**config.mk**
```make
export PLATFORM = sky130hd
export DESIGN_NAME = display_scan_ctrl
export DESIGN_NICKNAME = d
export VERILOG_FILES = /design/src/rtl/display_scan_ctrl.sv
export SDC_FILE = /design/constraint.sdc
export NUM_CORES = 1
export LEC_CHECK = 0
export ABC_AREA = 1
export CAP_MARGIN = 5
export CELL_PAD_IN_SITES_DETAIL_PLACEMENT = 2
export CELL_PAD_IN_SITES_GLOBAL_PLACEMENT = 2
export CORE_ASPECT_RATIO = 0.8
export CORE_MARGIN = 1.5
export CORE_UTILIZATION = 31
export DETAILED_ROUTE_END_ITERATION = 8
export HOLD_SLACK_MARGIN = 0.08
export PLACE_DENSITY = 0.85
export SETUP_SLACK_MARGIN = 0.5
export SYNTH_ARGS = -nofsm -noshare
export SYNTH_HDL_FRONTEND = slang
export SYNTH_SLANG_ARGS = --single-unit
```
**constraint.sdc**
```tcl
create_clock -name clk -period 7.8 [get_ports clk]
set_clock_uncertainty 0.05 [all_clocks]
set_input_delay 0.78 -clock clk [delete_from_list [all_inputs] [get_ports clk]]
set_output_delay 0.78 -clock clk [all_outputs]
set_load 0.1 [all_outputs]
```
**src/rtl/display_scan_ctrl.sv**
```systemverilog
// HUB75-style panel scan controller: fetches pixels, shifts one bit-plane per row-pair, latches
// it and lights it for a binary-weighted time. Define DISPLAY_BRIGHTNESS_EN for a global dimmer.
module display_scan_ctrl #(
    parameter int unsigned NUM_COLS       = 64,
    parameter int unsigned NUM_ROWS       = 32,
    parameter int unsigned BIT_DEPTH      = 4,
    parameter int unsigned BASE_ON_CYCLES = 8
) (
    input  logic                                              clk,
    input  logic                                              n_reset,
    input  logic                                              enable,
`ifdef DISPLAY_BRIGHTNESS_EN
    input  logic [7:0]                                        brightness,
`endif
    output logic                                              fb_rd_en,
    output logic [$clog2(NUM_ROWS/2)+$clog2(NUM_COLS)-1:0]    fb_addr,
    input  logic [6*BIT_DEPTH-1:0]                            fb_data,
    output logic                                              bclk,
    output logic [2:0]                                        rgb_top,
    output logic [2:0]                                        rgb_bot,
    output logic [$clog2(NUM_ROWS/2)-1:0]                     addr,
    output logic                                              oe,
    output logic                                              le,
    output logic                                              frame_done
);

    localparam int unsigned RowPairs = NUM_ROWS / 2;
    localparam int unsigned RowW     = $clog2(RowPairs);
    localparam int unsigned ColW     = $clog2(NUM_COLS);
    localparam int unsigned CntW     = $clog2(2 * NUM_COLS + 1);
    localparam int unsigned OnW      = $clog2(BASE_ON_CYCLES) + BIT_DEPTH;
    localparam int unsigned PlaneW   = (BIT_DEPTH > 1) ? $clog2(BIT_DEPTH) : 1;
    localparam logic [CntW-1:0] ShiftLast = CntW'(2 * NUM_COLS);
    localparam logic [CntW-1:0] LastRd    = CntW'(2 * NUM_COLS - 3);

    typedef enum logic [1:0] {StIdle, StShift, StLatch, StDisplay} state_e;

    state_e                state_q, state_d;
    logic [CntW-1:0]       shift_cnt_q, shift_cnt_d;
    logic [OnW-1:0]        on_cntr_q, on_cntr_d;
    logic [RowW-1:0]       row_q, row_d, nxt_row;
    logic [PlaneW-1:0]     plane_q, plane_d, nxt_plane;
    logic                  plane_wrap, row_wrap;
    logic [OnW-1:0]        on_len, on_last;
    logic [ColW-1:0]       shift_col;
    logic [BIT_DEPTH-1:0]  chan [0:5];

    logic                  fb_rd_en_q, fb_rd_en_d;
    logic [RowW+ColW-1:0]  fb_addr_q, fb_addr_d;
    logic                  bclk_q, bclk_d;
    logic [2:0]            rgb_top_q, rgb_top_d, rgb_bot_q, rgb_bot_d;
    logic [RowW-1:0]       addr_q, addr_d;
    logic                  oe_q, oe_d, le_q, le_d, frame_done_q, frame_done_d;
`ifdef DISPLAY_BRIGHTNESS_EN
    logic [7:0]            bright_q, bright_d;
    logic [OnW+7:0]        on_prod;
`endif

    always_comb begin
        state_d      = state_q;
        shift_cnt_d  = shift_cnt_q;
        on_cntr_d    = on_cntr_q;
        row_d        = row_q;
        plane_d      = plane_q;
        frame_done_d = 1'b0;

        for (int i = 0; i < 6; i++) begin
            chan[i] = fb_data[i*BIT_DEPTH +: BIT_DEPTH];
        end

        plane_wrap = (plane_q == PlaneW'(BIT_DEPTH - 1));
        row_wrap   = (row_q == RowW'(RowPairs - 1));
        nxt_plane  = plane_wrap ? '0 : plane_q + 1'b1;
        nxt_row    = !plane_wrap ? row_q : (row_wrap ? '0 : row_q + 1'b1);
        on_len     = OnW'(BASE_ON_CYCLES) << plane_q;
        on_last    = on_len - 1'b1;

        case (state_q)
            StIdle: begin
                // Column 0 must already be fetched before SHIFT starts.
                if (enable && fb_rd_en_q) begin
                    state_d     = StShift;
                    shift_cnt_d = '0;
                end
            end
            StShift: begin
                if (shift_cnt_q == ShiftLast) begin
                    state_d = StLatch;
                end else begin
                    shift_cnt_d = shift_cnt_q + 1'b1;
                end
            end
            StLatch: begin
                state_d   = StDisplay;
                on_cntr_d = '0;
            end
            StDisplay: begin
                if (on_cntr_q == on_last) begin
                    plane_d     = nxt_plane;
                    row_d       = nxt_row;
                    shift_cnt_d = '0;
                    state_d     = StShift;
                    if (plane_wrap && row_wrap) begin
                        frame_done_d = 1'b1;
                        if (!enable) begin
                            state_d = StIdle;
                        end
                    end
                end else begin
                    on_cntr_d = on_cntr_q + 1'b1;
                end
            end
            default: state_d = StIdle;
        endcase

        // Outputs are registered and derived from the state being entered.
        fb_rd_en_d = 1'b0;
        fb_addr_d  = fb_addr_q;
        shift_col  = ColW'((shift_cnt_d + 1'b1) >> 1);
        if (state_d == StIdle) begin
            fb_rd_en_d = enable;
            fb_addr_d  = '0;
        end else if (state_d == StShift && shift_cnt_d[0] && shift_cnt_d <= LastRd) begin
            fb_rd_en_d = 1'b1;
            fb_addr_d  = {row_d, shift_col};
        end else if (state_d == StDisplay && on_cntr_d == on_last) begin
            // Prefetch column 0 of the next plane during the last on-cycle.
            fb_rd_en_d = 1'b1;
            fb_addr_d  = {nxt_row, ColW'(0)};
        end

        rgb_top_d = rgb_top_q;
        rgb_bot_d = rgb_bot_q;
        if (state_q == StShift && !shift_cnt_q[0] && shift_cnt_q != ShiftLast) begin
            rgb_top_d = {chan[2][plane_q], chan[1][plane_q], chan[0][plane_q]};
            rgb_bot_d = {chan[5][plane_q], chan[4][plane_q], chan[3][plane_q]};
        end

        bclk_d = (state_d == StShift) && !shift_cnt_d[0] && (shift_cnt_d != '0);
        le_d   = (state_d == StLatch);
        addr_d = (state_d == StLatch) ? row_q : addr_q;

`ifdef DISPLAY_BRIGHTNESS_EN
        bright_d = (state_d == StLatch) ? brightness : bright_q;
        on_prod  = {8'b0, on_len} * {{OnW{1'b0}}, bright_q};
        oe_d     = !((state_d == StDisplay) && (on_cntr_d < on_prod[OnW+7:8]));
`else
        oe_d     = (state_d != StDisplay);
`endif
    end

    always_ff @(posedge clk) begin
        if (!n_reset) begin
            state_q      <= StIdle;
            shift_cnt_q  <= '0;
            on_cntr_q    <= '0;
            row_q        <= '0;
            plane_q      <= '0;
            fb_rd_en_q   <= 1'b0;
            fb_addr_q    <= '0;
            bclk_q       <= 1'b0;
            rgb_top_q    <= '0;
            rgb_bot_q    <= '0;
            addr_q       <= '0;
            oe_q         <= 1'b1;
            le_q         <= 1'b0;
            frame_done_q <= 1'b0;
`ifdef DISPLAY_BRIGHTNESS_EN
            bright_q     <= '0;
`endif
        end else begin
            state_q      <= state_d;
            shift_cnt_q  <= shift_cnt_d;
            on_cntr_q    <= on_cntr_d;
            row_q        <= row_d;
            plane_q      <= plane_d;
            fb_rd_en_q   <= fb_rd_en_d;
            fb_addr_q    <= fb_addr_d;
            bclk_q       <= bclk_d;
            rgb_top_q    <= rgb_top_d;
            rgb_bot_q    <= rgb_bot_d;
            addr_q       <= addr_d;
            oe_q         <= oe_d;
            le_q         <= le_d;
            frame_done_q <= frame_done_d;
`ifdef DISPLAY_BRIGHTNESS_EN
            bright_q     <= bright_d;
`endif
        end
    end

    assign fb_rd_en   = fb_rd_en_q;
    assign fb_addr    = fb_addr_q;
    assign bclk       = bclk_q;
    assign rgb_top    = rgb_top_q;
    assign rgb_bot    = rgb_bot_q;
    assign addr       = addr_q;
    assign oe         = oe_q;
    assign le         = le_q;
    assign frame_done = frame_done_q;

endmodule

```
---- Yosys cells after proc, flatten, opt, wreduce, memory -nomap -nowiden ----
Index checks and enable logic that the tools add are counted.
storage, ports and cells
  bits in registers ....................... 48
  bits in latches ......................... 0
  RAM bits ................................ 0
  bits in read-only memories .............. 0
  input port bits ......................... 27
  output and inout port bits .............. 25
  memories kept ........................... 0
cells by class
  add/sub/neg operators ................... 6
  multipliers ............................. 0
  divide/modulo/power cells ............... 0
  order comparisons ....................... 2
  eq/ne operators ......................... 13
  shift-type cells ........................ 1
  muxes and demuxes ....................... 35
  bitwise logic cells ..................... 1
  reductions and logical operators ........ 18
operator list
  kind                   number
  $mux W8                3
  $pmux W8 S3            1
  $mux W10               2
  $mux W4                4
  $add A7 B1 Y7 const B  2
  $eq A7 B7 Y1           2
  $pmux W7 S2            1
  $bmux W1 S2            6
  $mux W1                12
  $eq A2 B2 Y1 const B   5
  $logic_and A1 B1 Y1    9
  $add A8 B1 Y8 const B  1
  $eq A8 B8 Y1 const B   1
  $le A8 B7 Y1 const B   1
  $mux W2                4
  $ne A8 B8 Y1 const B   1
  $pmux W2 S4            1
  $reduce_bool A8 Y1     1
  $mux W7                1
  $shl A4 B2 Y7 const A  1
  $sub A7 B1 Y7 const B  1
  $add A4 B1 Y4 const B  1
  $eq A2 B1 Y1 const B   2
  $eq A4 B4 Y1 const B   1
  10 further kinds       12

---- Longest topological paths before layout ----
Gate-level depths: netlist of run 1.
  depth after elaboration ................. 10
  depth in mapped cells ................... 21

---- Worst setup path after synthesis of run 1 ----
OpenSTA, ideal clock, no wires.
  kind .................................... reg-to-reg
  start ................................... register plane_q[0]
  end ..................................... register fb_addr_q[7], in the netlist fb_addr[7]
  setup time .............................. 0.070 ns
  arrival time ............................ 2.635 ns
  setup slack ............................. 5.044 ns
  cell stages (with the launch flop) ...... 19
  path buffers ............................ 3
  period minus slack after synthesis ...... 2.756 ns
  path through ............................ dfxtp_1 inv_1 clkbuf_1 ha_1 inv_1 nand2_1 nand3_1 nand2_1 nand3_4 buf_6 nand3_1 nand4_1 ha_1 nor2_1 nand3_2 nand2_4 buf_6 nand3_1 a21oi_1
between the ends
  cells in the longest elaborated chain, start to end .. 9
RTL lines
  item                                                  RTL line  source
  from (decl)                                           42        logic [PlaneW-1:0] plane_q, plane_d, nxt_plane;
  from (signal assigned)                                176       plane_q <= plane_d;
  branches (longest 9 deep; another with $le A8 B7 Y1)  --
  to (signal assigned)                                  178       fb_addr_q <= fb_addr_d;
  to (decl)                                             49        logic [RowW+ColW-1:0] fb_addr_q, fb_addr_d;
Parallel ways; which one is timed is not known. The select of a mux whose other input is x is not followed.
A chain may end at the register's enable or synchronous reset.

---- Final worst setup path of run 1 ----
  start ................................... register plane_q[0]
  end ..................................... register fb_addr_q[8], in the netlist fb_addr[8]
Same word-level chain as after synthesis.

==> flow_summary.json, run 1 <==
{
  "ff2ff_setup_slack_ns": 3.85,
  "r2r-end": "fb_addr[8]",
  "layout_commonest_cell": "nand2_1",
  "dp.cells": 618,
  "cp-start-kind": "register",
  "grt_pass1_vias": 3546,
  "avgViaCountPerCell": 5.18,
  "rr_startpoint": "plane_q[0]",
  "cts_sinks": 48,
  "fin_tns_setup_ns": 0,
  "die_area_mm2": 0.0103,
  "yosys.area.top_type": "dfxtp_1",
  "tightest_slew_ns": 1.01,
  "setup-violations-final": 0,
  "synth.distinct_cells": 38,
  "status": "completed",
  "root_buffer": "clkbuf_16",
  "grt-ovfl-total": 0,
  "drv_slew": 0,
  "drive_gt1_share_pct": 5.87,
  "ff2ff_path_depth": 18,
  "die_y_um": 91.0,
  "peakVddDrop_uv": 108,
  "max_freq_mhz": 253,
  "routedWlPerCell_um": 17.4,
  "port_buffers": 51,
  "start_util_pct": 32.5,
  "required_ns": 7.94,
  "rsz0062_at_grt": "no",
  "die_w_um": 113,
  "vias": 3244,
  "clk_latency_ns": 0.30,
  "clk_pin_slew_ns": 0.07,
  "drt-total-wl_mm": 10.9,
  "hpwl_mm": 8.55,
  "ys_seq_elements": 48,
  "fin_cells": 626,
  "crit_type": "reg -> reg",
  "cts_tree": "yes",
  "critPathLaunch": "plane_q[0]",
  "route.antenna.remaining_nets": 0,
  "netlist_area_mm2": 0.00300,
  "ys_seq_area_share_pct": 32.0,
  "crit_fanout": 18,
  "fin_crit_ns": 3.95,
  "yosysWarnings": 0,
  "critPathArrivalTime_ns": 4.09,
  "finalHoldViolations": 0,
  "firstDrtPassIters": 4,
  "gp_congestion": 0.810,
  "syn_inst": 466,
  "placed_area_mm2": 0.00357,
  "synth_fp_nets": 503,
  "post_cts_buffers": 0,
  "fin_crit_sh_pct": 50.7,
  "remaining_drc_errors": 0,
  "critPathCapture": "fb_addr[8]",
  "hp-class": "reg -> reg",
  "core_mm2": 0.00923,
  "slew_headroom_pct": 32.7,
  "cp-end-kind": "register",
  "powerDensity_mw_per_mm2": 149,
  "cap_violations": 0,
  "fillerInstances": 1140,
  "rows": 31,
  "mostFrequentLayoutCells": "nand2_1 (96), nor2_1 (65), inv_1 (61), nand3_1 (52), clkdlybuf4s50_1 (51)",
  "gr-usage-all-layers_pct": 22.6,
  "cts_buffer_depth": 2,
  "yosys.area.top_type_share_pct": 32.0,
  "drt_iter0_drc": 128,
  "antenna_cells": 0,
  "finalNetCount": 547,
  "p_leak_nw": 1.57,
  "cts_hold_buffers": 0,
  "grt_first_pass_wirelength_mm": 18.3,
  "synth_area_leaders": "dfxtp_1 (32%), nand2_1 (12%), nand3_1 (8.7%)",
  "cts_buffers": 5,
  "stdcell_area_mm2": 0.00372,
  "io_pins": 52,
  "power.total_mw": 0.556,
  "synth.avg_cell_area_um2": 6.44,
  "grt_max_degree": 26,
  "antenna_found_initial": 0,
  "htree_levels": 2,
  "syn_to_final_growth_pct": 23.9,
  "ctsResizeCount": 0
}
stage by stage:
stage               util, %  hold slack, ns  worst slack [ns]
floorplan                 -           0.424              5.04
global placement       38.6           0.402              4.16
detailed placement     38.6           0.417              3.90
CTS                    40.3           0.430              3.85
global route           40.3           0.443              3.55
finish                 40.3           0.422              3.85
synth_stat cells, drive strengths merged:
| master | count |
|---|---|
| o311ai | 1 |
| a21oi | 17 |
| nor3 | 10 |
| xnor2 | 1 |
| nor4 | 2 |
| a211oi | 2 |
| xor2 | 2 |
| dfxtp | 48 |
| ha | 10 |
| nand4 | 13 |
| nor2 | 69 |
| o21ai | 37 |
| nand3b | 3 |
| clkbuf | 6 |
| inv | 65 |
| a31oi | 8 |
| o31ai | 1 |
| nand2 | 101 |
| buf | 8 |
| or2 | 3 |
| a22o | 1 |
| clkinv | 2 |
| nand3 | 56 |
cells by family after synthesis:
family                   after synthesis  share of synthesized area (%)
XOR/XNOR                               3                          0.876
buffers and inverters                 81                           11.5
adder cells (fa/ha/maj)               10                           4.17
AND/OR/NAND/NOR                      257                           39.3
AO/OA/AOI/OAI                         67                           12.1
flip-flops                            48                           32.0
report_power, final:
| part | switching, mW | internal [mW] |
|---|---|---|
| clock network | 0.101 | 0.128 |
| registers | 0.00357 | 0.249 |
| logic | 0.0497 | 0.0242 |
routing by layer:
metal,routed length [um],track usage (%),part of all wire [%]
met4,104,4.69,0.95
met1,5410,31.2,50
met3,265,3.60,2.4
met2,5120,37.4,47
met5,0,0,0
critical path: stages, from the launching register on:
cell	delay, ns
dfxtp_1	0.74
inv_1	0.36
ha_1	0.37
inv_1	0.12
nand2_1	0.08
nand3_1	0.09
nand2_1	0.12
nand3_4	0.21
nand2_1	0.17
nand2_1	0.12
nand3_1	0.09
nor2_1	0.17
nand2_1	0.07
nor2_1	0.11
nand3_1	0.37
nand2_1	0.30
inv_1	0.09
nor2_1	0.12
nor2_1	0.07
cell type report:
class / count / area (um2) / share of cell area [%]
flip-flops and latches: 48 / 961 / 25.8
clock buffers: 6 / 139 / 3.73
well taps: 115 / 144 / 3.87
inverters: 67 / 254 / 6.83
multi-input cells: 337 / 1700 / 45.6
clock inverters: 2 / 13.8 / 0.370
repair buffers: 51 / 510 / 13.7
flip-flops by register name, indices dropped and copies added, names as in the netlist, 2 cells and up:
name / count
addr: 4
fb_addr: 10
on_cntr_q: 7
plane_q: 2
rgb_bot: 3
rgb_top: 3
row_q: 4
shift_cnt_q: 8
state_q: 2
worst min-delay path by stage:
stage / startpoint / end / slack (ns) / depth (start not counted)
after CTS: addr[2] / addr[2] / 0.43 / 2
after floorplan: row_q[2] / addr[2] / 0.42 / 2
final: addr[2] / addr[2] / 0.42 / 2
after global routing: addr[0] / addr[0] / 0.44 / 2
after detailed placement: addr[2] / addr[2] / 0.42 / 2
after global placement: addr[3] / addr[3] / 0.40 / 2
No activity file was read; power rests on OpenSTA's default activity.
==> inputs of run 2 (changes only) <==
--- a/config.mk
+++ b/config.mk
@@ -11,10 +11,10 @@
 export CELL_PAD_IN_SITES_GLOBAL_PLACEMENT = 2
 export CORE_ASPECT_RATIO = 0.8
 export CORE_MARGIN = 1.5
-export CORE_UTILIZATION = 31
+export CORE_UTILIZATION = 26
 export DETAILED_ROUTE_END_ITERATION = 8
 export HOLD_SLACK_MARGIN = 0.08
-export PLACE_DENSITY = 0.85
+export PLACE_DENSITY = 0.76
 export SETUP_SLACK_MARGIN = 0.5
 export SYNTH_ARGS = -nofsm -noshare
 export SYNTH_HDL_FRONTEND = slang
==> constraint.sdc (replaced) <==
create_clock -name clk -period 3.35 [get_ports clk]
set_clock_uncertainty 0.05 [all_clocks]
set_input_delay 0.335 -clock clk [delete_from_list [all_inputs] [get_ports clk]]
set_output_delay 0.335 -clock clk [all_outputs]
set_load 0.1 [all_outputs]
==> run 2 against run 1 <==
Compared with the run above: critical path type unchanged; register-to-register slack got worse by 3.3 ns; critical path depth decreased by 1; highest routed layer unchanged; non-clock buffer count increased by 26.
==> flow_summary.json, run 2 (same netlist as run 1, synthesis figures left out) <==
{
  "status": "completed",
  "gr-usage-all-layers_pct": 19.7,
  "grt-ovfl-total": 0,
  "wl_met1_mm": 5.97,
  "highest_layer": "met4",
  "tightest_slew_ns": 1.06,
  "cts_sinks": 48,
  "fin_crit_ns": 2.77,
  "syn_to_final_growth_pct": 35.5,
  "die_w_um": 123,
  "drive_gt1_share_pct": 13.9,
  "cp-start-kind": "register",
  "ff2ff_setup_slack_ns": 0.58,
  "cts_tree": "yes",
  "cts_buffer_depth": 2,
  "io_pins": 52,
  "drt_iter0_drc": 112,
  "finalHoldViolations": 0,
  "cts_buffers": 5,
  "dr_wl_met2_mm": 5.74,
  "rr_startpoint": "plane_q[1]",
  "fillerInstances": 1369,
  "avgViaCountPerCell": 4.95,
  "hp-class": "reg -> reg",
  "gp_congestion": 0.772,
  "grt_max_degree": 18,
  "finalNetCount": 574,
  "critPathLaunch": "plane_q[1]",
  "placed_area_mm2": 0.00366,
  "p_leak_nw": 1.71,
  "antenna_found_initial": 0,
  "fin_crit_sh_pct": 82.8,
  "fin_tns_setup_ns": 0,
  "layout_commonest_cell": "nand2_1",
  "routedWlPerCell_um": 17.7,
  "hpwl_mm": 8.74,
  "rsz0062_at_grt": "yes",
  "core_mm2": 0.0111,
  "root_buffer": "clkbuf_16",
  "slew_headroom_pct": 29.3,
  "drv_slew": 0,
  "clk_pin_slew_ns": 0.07,
  "powerDensity_mw_per_mm2": 322,
  "cts_hold_buffers": 0,
  "route.antenna.remaining_nets": 0,
  "min_from": "addr[3]",
  "remaining_drc_errors": 0,
  "stdcell_area_mm2": 0.00407,
  "max_freq_mhz": 361,
  "drt-total-wl_mm": 12.1,
  "mostFrequentLayoutCells": "nand2_1 (94), nor2_1 (64), inv_1 (58), clkdlybuf4s50_1 (51), nand3_1 (50)",
  "rows": 34,
  "crit_type": "reg -> reg",
  "antenna_cells": 0,
  "die_y_um": 99.1,
  "firstDrtPassIters": 4,
  "power.total_mw": 1.31,
  "die_area_mm2": 0.0122,
  "start_util_pct": 27.1,
  "grt_first_pass_wirelength_mm": 18.8,
  "setup-violations-final": 0,
  "clk_latency_ns": 0.29,
  "required_ns": 3.49,
  "cap_violations": 0,
  "largest_reg_flops": 10,
  "critPathArrivalTime_ns": 2.91,
  "vias": 3373,
  "peakVddDrop_uv": 171,
  "wl_met3_um": 272,
  "grt_pass1_vias": 3533,
  "port_buffers": 51,
  "utilization_pct": 36.8,
  "crit_fanout": 11,
  "htree_levels": 2,
  "cp-end-kind": "register"
}
-- run 2: worst max-delay path: stages (launching register included) --
cell	delay, ns
dfxtp_4	0.40
ha_4	0.20
buf_4	0.14
nand2_1	0.07
nand3_2	0.09
nor2_4	0.14
nand3_4	0.11
buf_4	0.18
buf_4	0.13
nor2_1	0.12
buf_4	0.20
inv_1	0.14
nand2_1	0.14
nand2_1	0.11
nand2_2	0.20
inv_1	0.08
nand2_1	0.08
nor2_1	0.05
-- run 2: metrics by stage --
step                      std cells  setup slack (ns)  hold WS (ns)
after global placement          655             0.281         0.401
after global routing            682             0.370         0.448
after detailed placement        655            0.0249         0.410
final                           682             0.578         0.418
after CTS                       667             0.528         0.425
after floorplan                 466             0.594         0.423
-- run 2: metal layers --
layer	GRT usage [%]	vias up
met1	28.5	1666
li1	-	1660
met5	0	-
met2	31.5	37
met4	3.63	0
met3	2.69	10
-- run 2: final timing paths --
path / endpoint / cells after the start
worst max-delay path: fb_addr[8] / 17
worst min-delay path: addr[3] / 2
worst max register to register: fb_addr[8] / 17
worst min register to register: addr[3] / 2
-- run 2: power by group --
| group | total (mW) | internal (mW) | switching [mW] | leakage, nW |
|---|---|---|---|---|
| clock | 0.535 | 0.298 | 0.237 | 0.0701 |
| sequential | 0.586 | 0.578 | 0.00791 | 0.391 |
| combinational | 0.189 | 0.0664 | 0.122 | 1.25 |
| total | 1.31 | 0.943 | 0.367 | 1.71 |
-- run 2: timing repair --
action                     in CTS  in global routing
setup endpoints to repair      11                 11
pin swaps                       2                  7
gates resized for setup         9                 27
buffers inserted                4                 14
gates cloned                    0                  1
-- run 2: layout make-up --
| type | instances | area (um2) | area share [%] |
|---|---|---|---|
| timing repair buffer | 77 | 718 | 17.7 |
| multi-input combinational | 338 | 1770 | 43.6 |
| inverter | 67 | 274 | 6.74 |
| clock buffer | 7 | 143 | 3.51 |
| tap | 144 | 180 | 4.43 |
| sequential | 48 | 972 | 23.9 |
| clock inverter | 1 | 7.51 | 0.185 |
==> inputs of run 3 (changes only) <==
--- a/config.mk
+++ b/config.mk
@@ -11,10 +11,10 @@
 export CELL_PAD_IN_SITES_GLOBAL_PLACEMENT = 2
 export CORE_ASPECT_RATIO = 0.8
 export CORE_MARGIN = 1.5
-export CORE_UTILIZATION = 26
+export CORE_UTILIZATION = 28
 export DETAILED_ROUTE_END_ITERATION = 8
 export HOLD_SLACK_MARGIN = 0.08
-export PLACE_DENSITY = 0.76
+export PLACE_DENSITY = 0.78
 export SETUP_SLACK_MARGIN = 0.5
 export SYNTH_ARGS = -nofsm -noshare
 export SYNTH_HDL_FRONTEND = slang
==> constraint.sdc (replaced) <==
create_clock -name clk -period 2.8 [get_ports clk]
set_clock_uncertainty 0.05 [all_clocks]
set_input_delay 0.28 -clock clk [delete_from_list [all_inputs] [get_ports clk]]
set_output_delay 0.28 -clock clk [all_outputs]
set_load 0.1 [all_outputs]
==> run 3 against run 2 <==
Compared with the run above: first-iteration DRC count rose by 120%; sequential cell count unchanged; the flow now finishes with violations (setup timing); final cell count is 2.9% higher; clock power rose by 40%; final area grew 14%; largest power group is now the clock network; sequential power grew 20%; sequential share of layout area is 2.8 points lower; register-to-register slack worse by 0.62 ns.
==> flow_summary.json, run 3 (same netlist as run 1, synthesis figures left out) <==
{
  "grt-ovfl-total": 0,
  "layout_commonest_cell": "nand2_1",
  "finalHoldViolations": 0,
  "crit_type": "reg -> reg",
  "tightest_slew_ns": 0.482,
  "largest_reg_flops": 10,
  "p_leak_nw": 1.98,
  "rows": 33,
  "drt-total-wl_mm": 17.6,
  "cts_buffer_depth": 2,
  "route.antenna.remaining_nets": 0,
  "setup_ws_ns": -0.0407,
  "finalNetCount": 598,
  "fin_cells": 702,
  "rsz0062_at_grt": "yes",
  "cts_hold_buffers": 0,
  "io_pins": 52,
  "mostFrequentLayoutCells": "nand2_1 (68), buf_4 (64), nor2_1 (59), inv_1 (55), dfxtp_1 (41)",
  "routedWlPerCell_um": 25.1,
  "die_y_um": 95.6,
  "seqCellArea_um2": 980,
  "violations": "setup timing",
  "vias": 3804,
  "max_freq_mhz": 352,
  "fillerInstances": 1219,
  "die_w_um": 119,
  "powerDensity_mw_per_mm2": 372,
  "status": "finished with violations",
  "path_delay_family": "simple AND/OR/NAND/NOR gates",
  "grt_max_degree": 19,
  "drt_iter0_drc": 242,
  "required_ns": 2.98,
  "syn_to_final_growth_pct": 54.5,
  "power.total_mw": 1.72,
  "core_mm2": 0.0103,
  "path_buf_inv": 4,
  "slew_headroom_pct": 67.5,
  "crit_path_frequent_cell": "nand3_4",
  "drive_gt1_share_pct": 32.9,
  "crit_slowest_cell": "dfxtp_1",
  "grt_pass1_vias": 3999,
  "port_buffers": 51,
  "remaining_drc_errors": 0,
  "crit_fanout": 6,
  "root_buffer": "clkbuf_16",
  "whs_ns": 0.430,
  "setup-violations-final": 2,
  "start_util_pct": 29.1,
  "grt_first_pass_wirelength_mm": 22.8,
  "cp-start-kind": "register",
  "fin_crit_ns": 2.84,
  "cp-end-kind": "register",
  "die_area_mm2": 0.0114,
  "firstDrtPassIters": 4,
  "cpPeakStageDelay_ns": 0.47,
  "gr-usage-all-layers_pct": 26.1,
  "antenna_found_initial": 0,
  "clk_latency_ns": 0.31,
  "multiInputGateArea_mm2": 0.00213,
  "fin_tns_setup_ns": -0.0475,
  "clk_pin_slew_ns": 0.08,
  "antenna_cells": 0,
  "drv_slew": 0,
  "avgViaCountPerCell": 5.42,
  "critPathArrivalTime_ns": 3.02,
  "gp_congestion": 0.813,
  "ff2ff_setup_slack_ns": -0.04,
  "cap_violations": 0,
  "peakVddDrop_uv": 211,
  "cts_buffers": 5,
  "cts_tree": "yes",
  "hpwl_mm": 9.20,
  "hp-class": "reg -> reg",
  "htree_levels": 2,
  "path_cells": "inv_1, nand2_1, nand3_4, nor2_4, nand3_4, buf_12, buf_6, nand4_1, nand3_2, nand2_2, nand2_2, nor2_4, nand3_4, buf_6, nand3b_1, nand2_1, nor2_1",
  "cts_sinks": 48,
  "fin_crit_sh_pct": 101,
  "dp.cells": 660
}
-- run 3: metrics by stage --
stage | utilization, % | instance area [um2] | setup WS [ns]
global route | 44.9 | 4640 | -0.148
CTS | 42.4 | 4380 | 0.336
global placement | 36.1 | 3720 | 0.173
finish | 44.9 | 4640 | -0.0407
detailed placement | 36.1 | 3720 | 0.0303
floorplan | - | 3060 | 0.404
-- run 3: cell type report --
type,instances,share of cell area [%]
Sequential cell,48,21.1
Clock buffer,5,2.70
Inverter,67,6.07
Tap cell,140,3.78
Timing Repair Buffer,101,19.4
Multi-Input combinational cell,338,45.9
Clock inverter,3,1.03
-- run 3: worst register-to-register path, delay by kind of cell (launching register included) --
| kind | cells | cell delay, ns |
|---|---|---|
| and+or+nand+nor | 13 | 1.60 |
| DFF | 1 | 0.47 |
| buffers and inverters | 4 | 0.66 |
-- run 3: routing by layer --
layer  track usage [%]  routed length (um)  vias to the layer above
li1                  -                   -                     1699
met1              32.9                7910                     1976
met2              47.5                8680                       85
met3              3.83                 409                       44
met4              6.33                 604                        0
met5                 0                   0                        -
-- run 3: where the power goes --
part           internal (mW)  leakage [nW]  switching (mW)
logic                 0.0964          1.50           0.174
clock network          0.426        0.0840           0.325
registers              0.690         0.392          0.0128
total                   1.21          1.98           0.511
-- run 3: final timing paths --
path / start / endpoint / cells after the start
worst max-delay path: on_cntr_q[5] / fb_addr[8] / 17
worst min-delay path: addr[2] / addr[2] / 2
worst max register to register: on_cntr_q[5] / fb_addr[8] / 17
worst min register to register: addr[2] / addr[2] / 2
-- run 3: repair_timing --
action / 4_1_cts / 5_1_grt
pin swaps: 38 / 21
setup buffers: 20 / 11
endpoints found under the setup margin: 14 / 18
gates resized for setup: 72 / 45
gates cloned: 3 / 0
